<file path="src/rtl/pipe_alu_pkg.sv">
// Shared types for the pipelined ALU: opcode and branch-select encodings plus FSM states.
package pipe_alu_pkg;

  typedef enum logic [2:0] {
    OP_ADD  = 3'b000,
    OP_SUB  = 3'b001,
    OP_ANDB = 3'b010,
    OP_XOR  = 3'b011,
    OP_SHL  = 3'b100,
    OP_SHR  = 3'b101,
    OP_FLAG = 3'b110,
    OP_RSVD = 3'b111
  } alu_op_e;

  typedef enum logic [1:0] {
    BR_ZERO     = 2'b00,
    BR_SIGN     = 2'b01,
    BR_OVF      = 2'b10,
    BR_ZERO_ALT = 2'b11
  } branch_sel_e;

  typedef enum logic [1:0] {
    ST_IDLE  = 2'b00,
    ST_SHIFT = 2'b01,
    ST_DONE  = 2'b10
  } state_e;

  function automatic logic is_shift(input alu_op_e op);
    return (op == OP_SHL) || (op == OP_SHR);
  endfunction

endpackage

</file>
<file path="src/rtl/pipe_alu_addsub.sv">
// Combinational add/subtract with zero, sign and signed-overflow flags.
module pipe_alu_addsub #(
  parameter int WIDTH = 8
) (
  input  logic [WIDTH-1:0] i_a,
  input  logic [WIDTH-1:0] i_b,
  input  logic             i_sub,
  output logic [WIDTH-1:0] o_sum,
  output logic             o_z,
  output logic             o_n,
  output logic             o_v
);

  logic [WIDTH-1:0] w_b_eff;

  // Subtraction is a + ~b + 1, so overflow uses the inverted operand's sign.
  assign w_b_eff = i_sub ? ~i_b : i_b;
  assign o_sum   = i_a + w_b_eff + {{(WIDTH-1){1'b0}}, i_sub};
  assign o_z     = (o_sum == '0);
  assign o_n     = o_sum[WIDTH-1];
  assign o_v     = (i_a[WIDTH-1] == w_b_eff[WIDTH-1]) && (o_sum[WIDTH-1] != i_a[WIDTH-1]);

endmodule

</file>
<file path="src/rtl/pipe_alu.sv">
// Multi-cycle ALU with valid/ready on both sides; shifts move one bit per cycle.
//
// Handshake: a transfer happens on any rising edge where valid && ready are both
// high; valid must not depend on ready, and the producer holds its payload until
// the transfer.
module pipe_alu
  import pipe_alu_pkg::*;
#(
  parameter int WIDTH   = 8,
  parameter int SHAMT_W = $clog2(WIDTH)
) (
  input  logic             clk,
  input  logic             reset,
  input  logic             in_valid,
  output logic             in_ready,
  input  logic [WIDTH-1:0] in1,
  input  logic [WIDTH-1:0] in2,
  input  logic [2:0]       alu_op,
  input  logic [1:0]       branch_sel,
  output logic             out_valid,
  input  logic             out_ready,
  output logic [WIDTH-1:0] out_val,
  output logic             flag_z,
  output logic             flag_n,
  output logic             flag_v,
  output state_e           dbg_state
);

  alu_op_e          w_op;
  branch_sel_e      w_sel;
  logic [SHAMT_W-1:0] w_shamt;
  logic             w_accept;
  logic             w_to_shift;
  logic [WIDTH-1:0] w_sum;
  logic             w_as_z, w_as_n, w_as_v;
  logic [WIDTH-1:0] w_res;
  logic             w_z, w_n, w_v;
  logic [WIDTH-1:0] w_shift_next;

  state_e           r_state;
  logic [WIDTH-1:0] r_out;
  logic             r_z, r_n, r_v;
  logic [WIDTH-1:0] r_shreg;
  logic [SHAMT_W-1:0] r_cnt;
  logic             r_shl;

  assign w_op       = alu_op_e'(alu_op);
  assign w_sel      = branch_sel_e'(branch_sel);
  assign w_shamt    = in2[SHAMT_W-1:0];
  assign in_ready   = (r_state == ST_IDLE) || ((r_state == ST_DONE) && out_ready);
  assign w_accept   = in_valid && in_ready;
  assign w_to_shift = is_shift(w_op) && (w_shamt != '0);

  pipe_alu_addsub #(.WIDTH(WIDTH)) u_addsub (
    .i_a   (in1),
    .i_b   (in2),
    .i_sub (w_op != OP_ADD),
    .o_sum (w_sum),
    .o_z   (w_as_z),
    .o_n   (w_as_n),
    .o_v   (w_as_v)
  );

  always_comb begin
    w_res = '0;
    w_z   = 1'b0;
    w_n   = 1'b0;
    w_v   = 1'b0;
    case (w_op)
      OP_ADD, OP_SUB: w_res = w_sum;
      OP_ANDB:        w_res = in1 & {WIDTH{in2[0]}};
      OP_XOR:         w_res = in1 ^ in2;
      OP_SHL, OP_SHR: w_res = in1;
      OP_FLAG: begin
        case (w_sel)
          BR_SIGN: w_res = {{(WIDTH-1){1'b0}}, w_as_n};
          BR_OVF:  w_res = {{(WIDTH-1){1'b0}}, w_as_v};
          default: w_res = {{(WIDTH-1){1'b0}}, w_as_z};
        endcase
      end
      default:        w_res = '0;
    endcase
    // FLAG reports the subtraction's flags, not those of its one-bit result.
    if ((w_op == OP_ADD) || (w_op == OP_SUB) || (w_op == OP_FLAG)) begin
      w_z = w_as_z;
      w_n = w_as_n;
      w_v = w_as_v;
    end else begin
      w_z = (w_res == '0);
      w_n = w_res[WIDTH-1];
    end
  end

  assign w_shift_next = r_shl ? {r_shreg[WIDTH-2:0], 1'b0} : {1'b0, r_shreg[WIDTH-1:1]};

  always_ff @(posedge clk) begin
    if (reset) begin
      r_state <= ST_IDLE;
      r_out   <= '0;
      r_z     <= 1'b0;
      r_n     <= 1'b0;
      r_v     <= 1'b0;
      r_shreg <= '0;
      r_cnt   <= '0;
      r_shl   <= 1'b0;
    end else if (w_accept) begin
      if (w_to_shift) begin
        r_state <= ST_SHIFT;
        r_shreg <= in1;
        r_cnt   <= w_shamt;
        r_shl   <= (w_op == OP_SHL);
      end else begin
        r_state <= ST_DONE;
        r_out   <= w_res;
        r_z     <= w_z;
        r_n     <= w_n;
        r_v     <= w_v;
      end
    end else if (r_state == ST_SHIFT) begin
      r_shreg <= w_shift_next;
      r_cnt   <= r_cnt - 1'b1;
      if (r_cnt == SHAMT_W'(1)) begin
        r_state <= ST_DONE;
        r_out   <= w_shift_next;
        r_z     <= (w_shift_next == '0);
        r_n     <= w_shift_next[WIDTH-1];
        r_v     <= 1'b0;
      end
    end else if ((r_state == ST_DONE) && out_ready) begin
      r_state <= ST_IDLE;
    end
  end

  assign out_valid = (r_state == ST_DONE);
  assign out_val   = r_out;
  assign flag_z    = r_z;
  assign flag_n    = r_n;
  assign flag_v    = r_v;
  assign dbg_state = r_state;

endmodule

</file>
<file path="config.mk">
export PLATFORM = sky130hd
export DESIGN_NAME = pipe_alu
export DESIGN_NICKNAME = d
export VERILOG_FILES = /design/src/rtl/pipe_alu_pkg.sv /design/src/rtl/pipe_alu_addsub.sv /design/src/rtl/pipe_alu.sv
export SDC_FILE = /design/constraint.sdc
export NUM_CORES = 1
export LEC_CHECK = 0
export ABC_AREA = 1
export CELL_PAD_IN_SITES_DETAIL_PLACEMENT = 1
export CELL_PAD_IN_SITES_GLOBAL_PLACEMENT = 2
export CORE_ASPECT_RATIO = 0.8
export CORE_MARGIN = 1
export CORE_UTILIZATION = 31
export CTS_BUF_LIST = sky130_fd_sc_hd__clkbuf_8
export DETAILED_ROUTE_END_ITERATION = 8
export GPL_ROUTABILITY_DRIVEN = 0
export GPL_TIMING_DRIVEN = 0
export PLACE_DENSITY = 0.85
export RECOVER_POWER = 25
export SYNTH_ARGS = -nofsm -noshare
export SYNTH_HDL_FRONTEND = slang
export SYNTH_SLANG_ARGS = --single-unit
</file>
<file path="constraint.sdc">
create_clock -name clk -period 6.8 [get_ports clk]
set_input_delay 1.36 -clock clk [delete_from_list [all_inputs] [get_ports clk]]
set_output_delay 1.36 -clock clk [all_outputs]
set_load 0.01 [all_outputs]
</file>
======== Word-level counts from Yosys, hierarchy flattened ========
Index checks and enable logic that the tools add are counted.
operators by class
  add/subtract/negate cells ............... 3
  $mul .................................... 0
  div/mod/pow operators ................... 0
  magnitude comparators ................... 0
  equality and inequality tests ........... 16
  shift-type cells ........................ 0
  mux-type cells .......................... 34
  bitwise operators ....................... 3
  reduce and logical (&&, ||, !) cells .... 24
operators with widths
  kind                  number
  $mux W8               9
  $pmux W8 S5           1
  $logic_not A8 Y1      3
  $mux W1               15
  $mux W2               5
  $eq A3 B3 Y1 const B  3
  $mux W3               3
  $reduce_bool A3 Y1    3
  $add A8 B1 Y8         1
  $add A8 B8 Y8         1
  $and A8 B8 Y8         1
  $not A8 Y8            1
  $xor A8 B8 Y8         1
  $eq A3 B1 Y1 const B  2
  $eq A3 B2 Y1 const B  2
  $reduce_and A2 Y1     3
  $eq A2 B1 Y1 const B  2
  $eq A2 B2 Y1 const B  2
  $logic_and A1 B1 Y1   4
  $logic_or A1 B1 Y1    4
  $reduce_bool A2 Y1    2
  $reduce_or A2 Y1      2
  $logic_not A3 Y1      1
  $ne A3 B2 Y1 const B  1
  8 further kinds       8
storage, ports and cells
  flip-flop bits (word level) ............. 25
  bits in latches ......................... 0
  RAM bits ................................ 0
  ROM bits ................................ 0
  bits of input ports ..................... 25
  output and inout bits ................... 15
  word-level logic and storage cells ...... 88
  memories kept ........................... 0

======== Depth between registers and ports, before layout ========
Gate-level depths: netlist (run 1).
  depth after elaboration ................. 12
  gate-level depth with buffers ........... 20
  mapped depth without buffers ............ 19

======== Hierarchy ========
A second synthesis (run 1) with hierarchy kept.
second synthesis, totals
  cells, all modules ...................... 370
  area total of the unflattened synthesis .. 2274.7 um^2
modules (own cells, without submodules)
  module           times used  cells each  area an instance (um^2)  seq. area each (um^2)
  pipe_alu         1           271         1679.1                   500.5
  pipe_alu_addsub  1           99          595.6                    0.0

======== Least setup slack after synthesis (run 1) ========
No wires, ideal clock.
  path type ............................... input to register
  start point ............................. in alu_op[2]
  end point ............................... reg r_out[0] (netlist: out_val[0])
  setup time .............................. 0.066 ns
  arrival time ............................ 3.326 ns
  required time ........................... 6.734 ns
  path slack .............................. 3.408 ns
  stages .................................. 16
  path buffers ............................ 1
  cell sequence ........................... buf_6 nor2_8 nand2_8 xor2_1 inv_1 fa_1 xor2_1 nor3_1 nand2_1 nor2_1 nand3_2 nand2_2 nand3_2 nand2_1 nand2_1 a21oi_2
between the ends
  word-level cells in the longest chain between the ends .. 10
  elaborated cells on any way between the ends .. 25
  classes of those cells .................. add/sub (2); eq/ne (9); mux (5); reduce/logical (9)
RTL lines
  element                 line                   text
  start: declaration      pipe_alu.sv:18         input logic [2:0] alu_op,
  $reduce_bool A3 Y1      pipe_alu.sv:57         .i_sub (w_op != OP_ADD),
  $mux W8                 pipe_alu_addsub.sv:17  assign w_b_eff = i_sub ? ~i_b : i_b;
  $add A8 B8 Y8           pipe_alu_addsub.sv:18  assign o_sum = i_a + w_b_eff + {{(WIDTH-1){1'b0}}, i_sub};
  $add A8 B1 Y8           pipe_alu_addsub.sv:18
  $ne A1 B1 Y1            pipe_alu_addsub.sv:21  assign o_v = (i_a[WIDTH-1] == w_b_eff[WIDTH-1]) && (o_sum[WIDTH-1] != i_a[WIDTH-1]);
  $logic_and A1 B1 Y1     pipe_alu_addsub.sv:21
  $pmux W1 S2             pipe_alu.sv:75         case (w_sel)
  $pmux W8 S5             pipe_alu.sv:69         case (w_op)
  $mux W8                 pipe_alu.sv:107        if (w_to_shift) begin
  $mux W8                 pipe_alu.sv:106        end else if (w_accept) begin
  end signal: assignment  pipe_alu.sv:114        r_out <= w_res;
  end signal: assignment  pipe_alu.sv:124        r_out <= w_shift_next;
  end: declaration        pipe_alu.sv:41         logic [WIDTH-1:0] r_out;
Several ways; a longest one is shown, not always the timed one. The select of a mux whose other input is x is not followed.
A chain may end at the register's enable or synchronous reset.

======== Worst setup path in the final report (run 1) ========
  start point ............................. in alu_op[1]
  end point ............................... reg r_out[0] (netlist: out_val[0])
Same word-level chain as after synthesis.

==> results of run 1 <==
## layout by cell type (no fill, tap or decap), drive strengths merged
master,n
clkbuf,7
dfxtp,25
clkdlybuf4s50,28
inv,56
nor4,3
fa,1
clkinv,1
nand2,89
a31oi,15
nor3,5
xor2,8
nand3,22
a211oi,2
or2,1
a21oi,19
a221oi,1
ha,12
xnor2,5
buf,6
a22oi,2
nand3b,2
o21ai,41
nand4,5
and2,1
dlygate4sd3,10
a21o,1
nor2,20
## critical path, stage by stage
cell	delay (ns)
sky130_fd_sc_hd__clkdlybuf4s50_1	0.57
sky130_fd_sc_hd__nor2_8	0.27
sky130_fd_sc_hd__nand2_8	0.14
sky130_fd_sc_hd__xnor2_1	0.15
sky130_fd_sc_hd__inv_1	0.08
sky130_fd_sc_hd__ha_1	0.32
sky130_fd_sc_hd__nand2_1	0.08
sky130_fd_sc_hd__inv_1	0.05
sky130_fd_sc_hd__o21ai_0	0.32
sky130_fd_sc_hd__nand3_1	0.13
sky130_fd_sc_hd__nand2_1	0.08
sky130_fd_sc_hd__nand2_1	0.07
sky130_fd_sc_hd__nor2_1	0.12
sky130_fd_sc_hd__nand3_2	0.11
sky130_fd_sc_hd__nand2_2	0.08
sky130_fd_sc_hd__nand3_2	0.09
sky130_fd_sc_hd__nand2_1	0.08
sky130_fd_sc_hd__nand2_1	0.07
sky130_fd_sc_hd__a21oi_2	0.11
## power by group through the flow
stage / registers [µW] / logic, µW / clock network (µW)
final: 166 / 195 / 93.7
after global routing: 168 / 220 / 99.2
after CTS: 166 / 197 / 93.5
after detailed placement: 169 / 196 / 0
after global placement: 169 / 192 / 0
after floorplan: 171 / 120 / 0
## cell families (layout without fill, tap and decap cells)
logic type | count (synthesis) | after routing | synth area share
XOR/XNOR | 13 | 13 | 0.0631
AO/OA/AOI/OAI | 81 | 81 | 0.202
flip-flops | 25 | 25 | 0.225
AND/OR/NAND/NOR | 148 | 148 | 0.314
buffers and inverters | 66 | 108 | 0.119
adder cells (fa/ha/maj) | 13 | 13 | 0.0767
## how the worst min path moves through the flow
stage	startpoint	end	slack, ns	cells past startpoint
floorplan	r_shreg[6]	r_shreg[6]	0.44	2
finish	r_shreg[6]	r_shreg[6]	0.48	2
global placement	r_shreg[6]	r_shreg[6]	0.46	2
CTS	r_shreg[6]	r_shreg[6]	0.49	2
global route	r_shreg[2]	r_shreg[2]	0.50	2
detailed placement	r_shreg[6]	r_shreg[6]	0.47	2
## layout make-up
cell class              count  area, µm²
clock buffers               3       41.3
repair buffers             38        380
inverters                  56        210
clock inverters             1       3.75
multi-input cells         255       1460
fillers                   938       4140
plain buffers              10       53.8
well taps                  87        109
flip-flops and latches     25        500
## metal layers
metal,wire length (µm),vias to the layer above,share of wire
met1,4010,1120,0.53
met2,3120,56,0.41
li1,-,1222,-
met5,0,-,0
met3,337,6,0.045
met4,86,0,0.011
## per-stage QoR
step | setup WS, ns | power, µW | area [µm²]
6_report | 2.75 | 454 | 2750
5_1_grt | 2.48 | 487 | 2750
4_1_cts | 2.78 | 457 | 2750
3_5_place_dp | 2.50 | 365 | 2710
3_3_place_gp | 2.50 | 361 | 2710
2_1_floorplan | 3.41 | 291 | 2220
## flip-flops by register name (all words and copies together), names as in the netlist
name and count:
flag_v 1, flag_n 1, flag_z 1, dbg_state 2
r_shl 1, r_shreg 8, r_cnt 3, out_val 8
==> results.rst, run 1 <==
.. list-table::
   :header-rows: 1

   * - Metric
     - Value
   * - Status
     - finished, final reports clean
   * - Largest net degree at the start of global routing
     - 14
   * - RR Startpoint
     - dbg_state[0]
   * - Max_cap viols
     - 0
   * - Number of instances in the synthesized netlist
     - 346
   * - Total number of vias
     - 2,404
   * - Area added between synthesis and finish
     - 24.1%
   * - Power share of the sequential group
     - 0.365
   * - Final hold viol count
     - 0
   * - Fraction of registers with async set/reset
     - 0
   * - Worst Setup Path Type
     - in2reg
   * - Syn_nets
     - 384
   * - Most used standard cell by instance count after synthesis
     - sky130_fd_sc_hd__nand2_1
   * - Critical path launch point type
     - input pin
   * - Max Buffers Root-to-Sink
     - 2
   * - Total CTS buffers
     - 3
   * - Arrival time reported for the critical path endpoint
     - 4.27 ns
   * - Vias/cell
     - 5.06
   * - Total Negative Setup Slacks
     - 0 ns
   * - Number of antenna repair diodes
     - 0
   * - Internal power
     - 276 µW
   * - Highest-utilization routing layer at the global route stage
     - met2
   * - Final max-slew violation count
     - 0
   * - Unrepaired setup endpoints after global routing
     - no
   * - Clock edge transition at the registers on the reported setup and hold paths
     - 0.10 ns
   * - Number of synthesized register bits
     - 25
   * - Post-synth top flop
     - sky130_fd_sc_hd__dfxtp_1
   * - Initial DRT Pass Iterations
     - 4
   * - Total global-route track usage
     - 0.211
   * - Total routed wirelength
     - 7.55 mm
   * - Distinct cells, synth
     - 37
   * - Share of cells above drive strength 1
     - 0.0696
   * - DRC violation count after routing
     - 0
   * - Register-to-register path setup slack
     - 4.81 ns
   * - Met1 track demand over resource in global routing
     - 0.318
   * - Clk root buf
     - sky130_fd_sc_hd__clkbuf_8
   * - TritonCTS clock tree
     - yes
   * - Switching Share
     - 0.393
   * - Number of failing setup endpoints in the final timing report
     - 0
   * - Post CTS Setup Buffer Count
     - 0
   * - Period Utilization, post-route
     - 0.595
   * - Maximum VDD drop
     - 0.0000898 V
   * - Violation count after the first detailed-route iteration
     - 93
   * - Routed Antenna Nets
     - 0
   * - Number of nets at the end of the flow
     - 427
   * - Global-route track usage on met3
     - 0.0297
   * - Total power divided by cell area
     - 165 mW/mm²
   * - Part of the power in combinational logic
     - 0.429
   * - Area of the placeable core
     - 0.00689 mm²
   * - Core Util, Final
     - 0.400
   * - Count of port buffers added during placement
     - 38
   * - Largest cells by area after synthesis
     - sky130_fd_sc_hd__dfxtp_1 (23%), sky130_fd_sc_hd__nand2_1 (14%), sky130_fd_sc_hd__inv_1 (9.3%)
   * - Post-route minimum period
     - 4.05 ns
   * - Worst max-slew margin expressed relative to the limit
     - 0.652
   * - Cell total after placement
     - 471
   * - Crit-path max FO
     - 10
   * - Most frequent cells after synthesis
     - sky130_fd_sc_hd__nand2_1 (84), sky130_fd_sc_hd__inv_1 (55), sky130_fd_sc_hd__o21ai_0 (40), sky130_fd_sc_hd__dfxtp_1 (25), sky130_fd_sc_hd__nor2_1 (18)
   * - NetSw
     - 178 µW
   * - Global-route wire length before repair
     - 12.8 mm
   * - Via count of the first global-routing pass
     - 2,509
   * - Antenna violations before repair
     - 0
   * - Global-route track usage on met2
     - 0.322
   * - Clock Power Share
     - 0.206
   * - Worst Max-Slew Pin Slew
     - 0.521 ns
   * - Final hold slack
     - 0.482 ns
   * - Netlist area before placement
     - 0.00222 mm²
   * - Initial cell density of the core
     - 0.322
   * - Depth of the worst register-to-register path
     - 12
   * - Post-synthesis average cell area
     - 6.42 µm²
   * - Clock H-tree levels
     - 1
   * - Congestion Overflow GR
     - 0
   * - Fraction of post-synthesis cell area in the top cell type by area
     - 0.225
   * - Resized cells post-CTS
     - 0
   * - Die area
     - 0.00750 mm²
   * - Critical path origin
     - alu_op[1]
   * - Floorplan die width
     - 96.6 µm
   * - Sequential area share after synthesis
     - 0.225
   * - Number of flops mapped to enable cells by yosys
     - 0
   * - Number of cell rows
     - 27
   * - Terminus of the critical flop-to-flop path
     - flag_z
   * - Worst Clk Skew
     - 0.00382 ns
   * - Synth area leader
     - sky130_fd_sc_hd__dfxtp_1
   * - Final cell count without fillers
     - 475
   * - Static power due to leakage
     - 0.00130 µW
   * - Maximum clock frequency
     - 0.247 GHz
   * - Clk_lat worst skew
     - 0.28 ns
   * - Critical path capture point type
     - flop
   * - Warning count from the yosys run
     - 0
   * - Height of the chip
     - 77.7 µm
   * - Path type of the worst min-delay path
     - reg2reg
   * - End point of the critical path
     - out_val[0]
   * - Sinks on Clock Net
     - 25
   * - Wire length per cell
     - 15.9 µm
   * - Hold-fix buffers, CTS
     - 0
   * - I/O pin count
     - 40
   * - Endpoint required time on the critical path
     - 7.02 ns
   * - DPL Wire Length
     - 6.15 mm
Power figures use the tool's default switching activity.
==> run 2: changes to the inputs <==
CORE_UTILIZATION = 29   (was 31)
PLACE_DENSITY = 0.8   (was 0.85)
clock period = 3.9 ns   (was 6.8 ns; I/O delays follow)
==> results.rst, run 2 (synthesis results as in run 1) <==
.. list-table::
   :header-rows: 1

   * - Metric
     - Value
   * - Total CTS buffers
     - 3 (unchanged)
   * - Hold-fix buffers, CTS
     - 0 (unchanged)
   * - Total routed wirelength
     - 7.52 mm (-0.48%)
   * - Number of nets at the end of the flow
     - 427 (unchanged)
   * - Critical path's largest stage delay
     - 0.57 ns (about the same)
   * - Initial cell density of the core
     - 0.300 (-0.0218)
   * - Initial DRT Pass Iterations
     - 4 (unchanged)
   * - Leading cell types in the layout, fill and taps excluded
     - sky130_fd_sc_hd__nand2_1 (84), sky130_fd_sc_hd__inv_1 (55), sky130_fd_sc_hd__o21ai_0 (40)
   * - Critical path capture point type
     - flop
   * - Worst Slack Setup Final
     - 0.424 ns (-2.33 ns)
   * - Clock Power Share
     - 0.206 (about the same)
   * - Switching Share
     - 0.391 (-0.00143)
   * - Number of failing setup endpoints in the final timing report
     - 0 (unchanged)
   * - Die area
     - 0.00801 mm² (+6.7%)
   * - Endpoint required time on the critical path
     - 4.12 ns (-2.90 ns)
   * - Height of the chip
     - 80.3 µm (+3.3%)
   * - Number of cell rows
     - 28 (+3.7%)
   * - Power share of the sequential group
     - 0.365 (about the same)
   * - Post CTS Setup Buffer Count
     - 0 (unchanged)
   * - Total power divided by cell area
     - 285 mW/mm² (+73%)
   * - Part of the power in combinational logic
     - 0.429 (about the same)
   * - Clk root buf
     - sky130_fd_sc_hd__clkbuf_8
   * - Worst Setup Path Type
     - in2reg
   * - CP dominant cell by count
     - sky130_fd_sc_hd__nand2_1
   * - Final hold viol count
     - 0 (unchanged)
   * - Total Negative Setup Slacks
     - 0 ns (unchanged)
   * - Unrepaired setup endpoints after global routing
     - no
   * - Count of port buffers added during placement
     - 38 (unchanged)
   * - Clock H-tree levels
     - 1 (unchanged)
   * - TritonCTS clock tree
     - yes
   * - Arrival time reported for the critical path endpoint
     - 3.70 ns (-0.57 ns)
   * - Congestion Overflow GR
     - 0 (unchanged)
   * - Maximum VDD drop
     - 0.000126 V (+40%)
   * - DRC violation count after routing
     - 0 (unchanged)
   * - Period Utilization, post-route
     - 0.891
   * - Chain of cells forming the critical path
     - clkdlybuf4s50_1 -> nor2_8 -> nand2_8 -> xnor2_1 -> inv_1 -> ha_1 -> nand2_1 -> inv_1 -> o21ai_0 -> nand3_1 -> nand2_1 -> nand2_1 -> nor2_1 -> nand3_2 -> nand2_2 -> nand3_2 -> nand2_1 -> nand2_1 -> a21oi_2
   * - DPL Wire Length
     - 6.19 mm (+0.79%)
   * - Critical path launch point type
     - input pin
   * - Depth of the worst register-to-register path
     - 9 (-3)
   * - Worst max-slew margin expressed relative to the limit
     - 0.661 (+0.00907)
   * - Share of cells above drive strength 1
     - 0.0722 (+0.00258)
   * - Minimum setup slack after placement
     - 0.144 ns (-2.36 ns)
   * - Area added between synthesis and finish
     - 25.1%
   * - Internal power
     - 482 µW (+75%)
   * - Clock edge transition at the registers on the reported setup and hold paths
     - 0.10 ns (about the same)
   * - Clk_lat worst skew
     - 0.28 ns (about the same)
   * - Max Buffers Root-to-Sink
     - 2 (unchanged)
   * - Via count of the first global-routing pass
     - 2,345 (-6.5%)
   * - Violation count after the first detailed-route iteration
     - 75 (-19%)
   * - Post-route minimum period
     - 3.48 ns
   * - Vias/cell
     - 4.87 (-3.8%)
   * - I/O pin count
     - 40 (unchanged)
   * - Resized cells post-CTS
     - 0 (unchanged)
   * - Wire length per cell
     - 15.2 µm (-4.1%)
   * - Worst Max-Slew Pin Slew
     - 0.507 ns (-0.0136 ns)
   * - Static power due to leakage
     - 0.00130 µW (-0.17%)
   * - Largest net degree at the start of global routing
     - 15 (+1)
   * - Total number of vias
     - 2,401 (-0.12%)
   * - NetSw
     - 310 µW (+74%)
   * - Max_cap viols
     - 0 (unchanged)
   * - Global-route wire length before repair
     - 12.2 mm (-4.8%)
   * - Most frequent standard cell in the layout excluding fill and tap cells
     - sky130_fd_sc_hd__nand2_1
   * - Final max-slew violation count
     - 0 (unchanged)
   * - Maximum clock frequency
     - 0.288 GHz
   * - Routed Antenna Nets
     - 0 (unchanged)
   * - Sinks on Clock Net
     - 25 (unchanged)
   * - Placed standard-cell area
     - 0.00273 mm² (+0.83%)
   * - Total global-route track usage
     - 0.198 (-0.0127)
   * - Library cell contributing the largest single delay on the critical path
     - sky130_fd_sc_hd__clkdlybuf4s50_1
   * - Path type of the worst min-delay path
     - reg2reg
   * - Floorplan die width
     - 99.8 µm (+3.3%)
   * - Antenna violations before repair
     - 0 (unchanged)
   * - Area of the placeable core
     - 0.00739 mm² (+7.3%)
   * - Hold Path Cell Cnt
     - 2 (unchanged)
   * - Final Instance Area
     - 0.00278 mm² (+0.86%)
   * - Crit-path max FO
     - 10 (unchanged)
   * - Status
     - finished, final reports clean
   * - Worst Clk Skew
     - 0.00410 ns (+0.000273 ns)
   * - Number of antenna repair diodes
     - 0 (unchanged)
run 2: changes by cell type in the layout (fill, tap and decap cells not counted):
| cell | previous run | this run |
|---|---|---|
| sky130_fd_sc_hd__clkinv_2 | 0 | 1 |
| sky130_fd_sc_hd__inv_1 | 56 | 55 |
run 2: power groups by stage:
stage	Clock, µW	Sequential, µW	Combinational [µW]
final	163	289	339
after global routing	174	292	381
after CTS	163	289	345
after detailed placement	0	295	341
after global placement	0	295	336
after floorplan	0	299	209
run 2: final cells by class:
class / count / area, µm²
tap: 105 / 131
clock inverter: 1 / 5.00
timing repair buffer: 38 / 380
buffer: 10 / 53.8
multi-input combinational: 255 / 1460
sequential: 25 / 500
fill: 997 / 4610
inverter: 56 / 210
clock buffer: 3 / 41.3
run 2: stage by stage:
step / std cells / hold WS (ns) / utilization / power (µW)
after floorplan: 346 / 0.439 / - / 507
after global placement: 489 / 0.461 / 0.369 / 631
after detailed placement: 489 / 0.464 / 0.369 / 636
after CTS: 493 / 0.481 / 0.376 / 797
after global routing: 493 / 0.511 / 0.376 / 847
final: 493 / 0.480 / 0.376 / 791
run 2: worst paths after layout:
| path | from | to | slack, ns |
|---|---|---|---|
| worst min register to register | r_shreg[5] | r_shreg[5] | 0.48 |
| worst min-delay path | r_shreg[5] | r_shreg[5] | 0.48 |
| worst max-delay path | alu_op[1] | out_val[0] | 0.42 |
| worst max register to register | r_shl | flag_z | 1.72 |
run 2: worst max-delay path: cells and delay by family:
kind / cells / cell delay (ns)
buf+inv: 3 / 0.70
xor+xnor: 1 / 0.17
compound gates: 2 / 0.43
fa+ha+maj: 1 / 0.32
simple gates: 12 / 1.29
run 2: per-layer routing:
metal | share of wire | vias up | GRT usage | wire, µm
li1 | - | 1221 | - | -
met1 | 0.54 | 1123 | 0.292 | 4060
met2 | 0.42 | 49 | 0.312 | 3160
met3 | 0.030 | 8 | 0.0261 | 223
met4 | 0.0093 | 0 | 0.0250 | 70
met5 | 0 | - | 0 | 0
==> run 3: changes to the inputs <==
CORE_UTILIZATION = 31   (was 29)
PLACE_DENSITY = 0.85   (was 0.8)
clock period = 4.2 ns   (was 3.9 ns; I/O delays follow)
==> results of run 3 <==
The final DEF is identical to that of run 1. Status: finished, final reports clean.
Among the figures that moved: setup slack after placement 2.50 ns -> 0.423 ns; setup slack after layout 2.75 ns -> 0.674 ns; register-to-register setup slack 4.81 ns -> 2.21 ns; total power 454 µW -> 735 µW; worst IR drop on VDD 0.0000898 V -> 0.000145 V
==> edit, RTL diff (settings of run 2) <==
`WIDTH` is set to 8 in 2 places; all go to 4.
--- a/src/rtl/pipe_alu_addsub.sv
+++ b/src/rtl/pipe_alu_addsub.sv
@@ -1,6 +1,6 @@
 // Combinational add/subtract with zero, sign and signed-overflow flags.
 module pipe_alu_addsub #(
-  parameter int WIDTH = 8
+  parameter int WIDTH = 4
 ) (
   input  logic [WIDTH-1:0] i_a,
   input  logic [WIDTH-1:0] i_b,
--- a/src/rtl/pipe_alu.sv
+++ b/src/rtl/pipe_alu.sv
@@ -6,7 +6,7 @@
 module pipe_alu
   import pipe_alu_pkg::*;
 #(
-  parameter int WIDTH   = 8,
+  parameter int WIDTH   = 4,
   parameter int SHAMT_W = $clog2(WIDTH)
 ) (
   input  logic             clk,
Interface: changed (resized in1, in2 and out_val); port bits go from 40 to 28. No check against the original RTL was run, so the function may have changed too.
==> edit against run 2 <==
Sequential cell count is 9 lower; setup slack better by 0.18 ns; combinational power is 51% lower; area after synthesis is 43% lower; routed wire length is 50% lower; total power is 40% lower; synthesized cell count is 44% lower; final area is 41% lower; clock skew is 0.0023 ns lower; highest routed layer unchanged.
==> edit: results (changes against run 2) <==
status: "complete, no violations"
dp_hpwl_mm: 3.193  # -48%
syn_inst: 195  # -44%
place_area_mm2: 0.001608  # -41%
use_met3_pct: 4.583  # +2.0 points
ys_top_cells_by_count: "46 x nand2_1, 23 x inv_1, 20 x o21ai_0"
vias: 1390  # -42%
critPathMaxStageDelay_ns: 0.65  # +0.08 ns
rrSetupSlack_ns: 2.14  # +0.42 ns
dr_wl_met3_um: 101  # -55%
leakage_nw: 0.7344  # -43%
grt_pass1_wl_mm: 6.327  # -48%
worstHoldStart: "flag_v$_SDFFE_PP0P_"
io_buffer_count: 27  # -29%
pwr.group.clock_mw: 0.124  # -24%
grt_max_degree: 11  # -4
synth-adder-area-share_pct: 7.510  # -0.16 points
wl_met2_mm: 1.648  # -48%
wl_per_cell_um: 13.35  # -12%
insertion_delay_ns: 0.25  # -0.03 ns
fin_skew_ns: 0.001761  # -0.002334 ns
vdd_drop_max_v: 0.0001901  # +51%
grt_use_total_pct: 18.39  # -1.5 points
rr_startpoint: "dbg_state[1]$_SDFFE_PP0P_"
slew_headroom_pct: 68.78  # +2.7 points
finalCritPeriodShare_pct: 84.54  # -4.6 points
syn_nets: 219  # -43%
fill_cells: 548  # -45%
synth-xor-area-share_pct: 2.075  # -4.2 points
reg2reg_to: "r_shreg[0]$_SDFFE_PP0P_"
worstHoldEndpoint: "flag_v$_SDFFE_PP0P_"
pwr-share-seq_pct: 38.9  # +2.4 points
use_met1_pct: 25.59  # -3.6 points
wirelength_mm: 3.765  # -50%
ys_seq_area_share_pct: 25.30  # +2.7 points
first_iter_violations: 49  # -35%
place_ws_ns: 0.4188  # +0.2747 ns
grt_pass1_vias: 1337  # -43%
cpLargestDelayFamily: "simple AND/OR/NAND/NOR gates"
power_switching_mw: 0.1611  # -48%
synth_compound_area_share_pct: 22.23  # +2.1 points
grtUsageMet2_pct: 28.82  # -2.4 points
cp_max_fo: 7  # -3
edit: cell count changes after synthesis, sizes merged, moves of 3 or more:
| cell | run 2 | this run |
|---|---|---|
| nand2 | 89 | 50 |
| inv | 55 | 26 |
| o21ai | 41 | 23 |
| dfxtp | 25 | 16 |
| nor2 | 20 | 13 |
| a31oi | 15 | 9 |
| buf | 6 | 0 |
| ha | 12 | 6 |
| nand3 | 22 | 17 |
| xnor2 | 5 | 0 |
| xor2 | 8 | 3 |
| a21oi | 19 | 16 |
| nor4 | 3 | 0 |
edit: area by class of cell:
type | count | area [um2] | area share (%)
flip-flops and latches | 16 | 320.3 | 19.42
clock buffers | 3 | 41.29 | 2.504
well taps | 57 | 71.32 | 4.325
plain buffers | 3 | 21.27 | 1.290
multi-input cells | 149 | 822.0 | 49.85
repair buffers | 27 | 270.3 | 16.39
inverters | 27 | 102.6 | 6.222
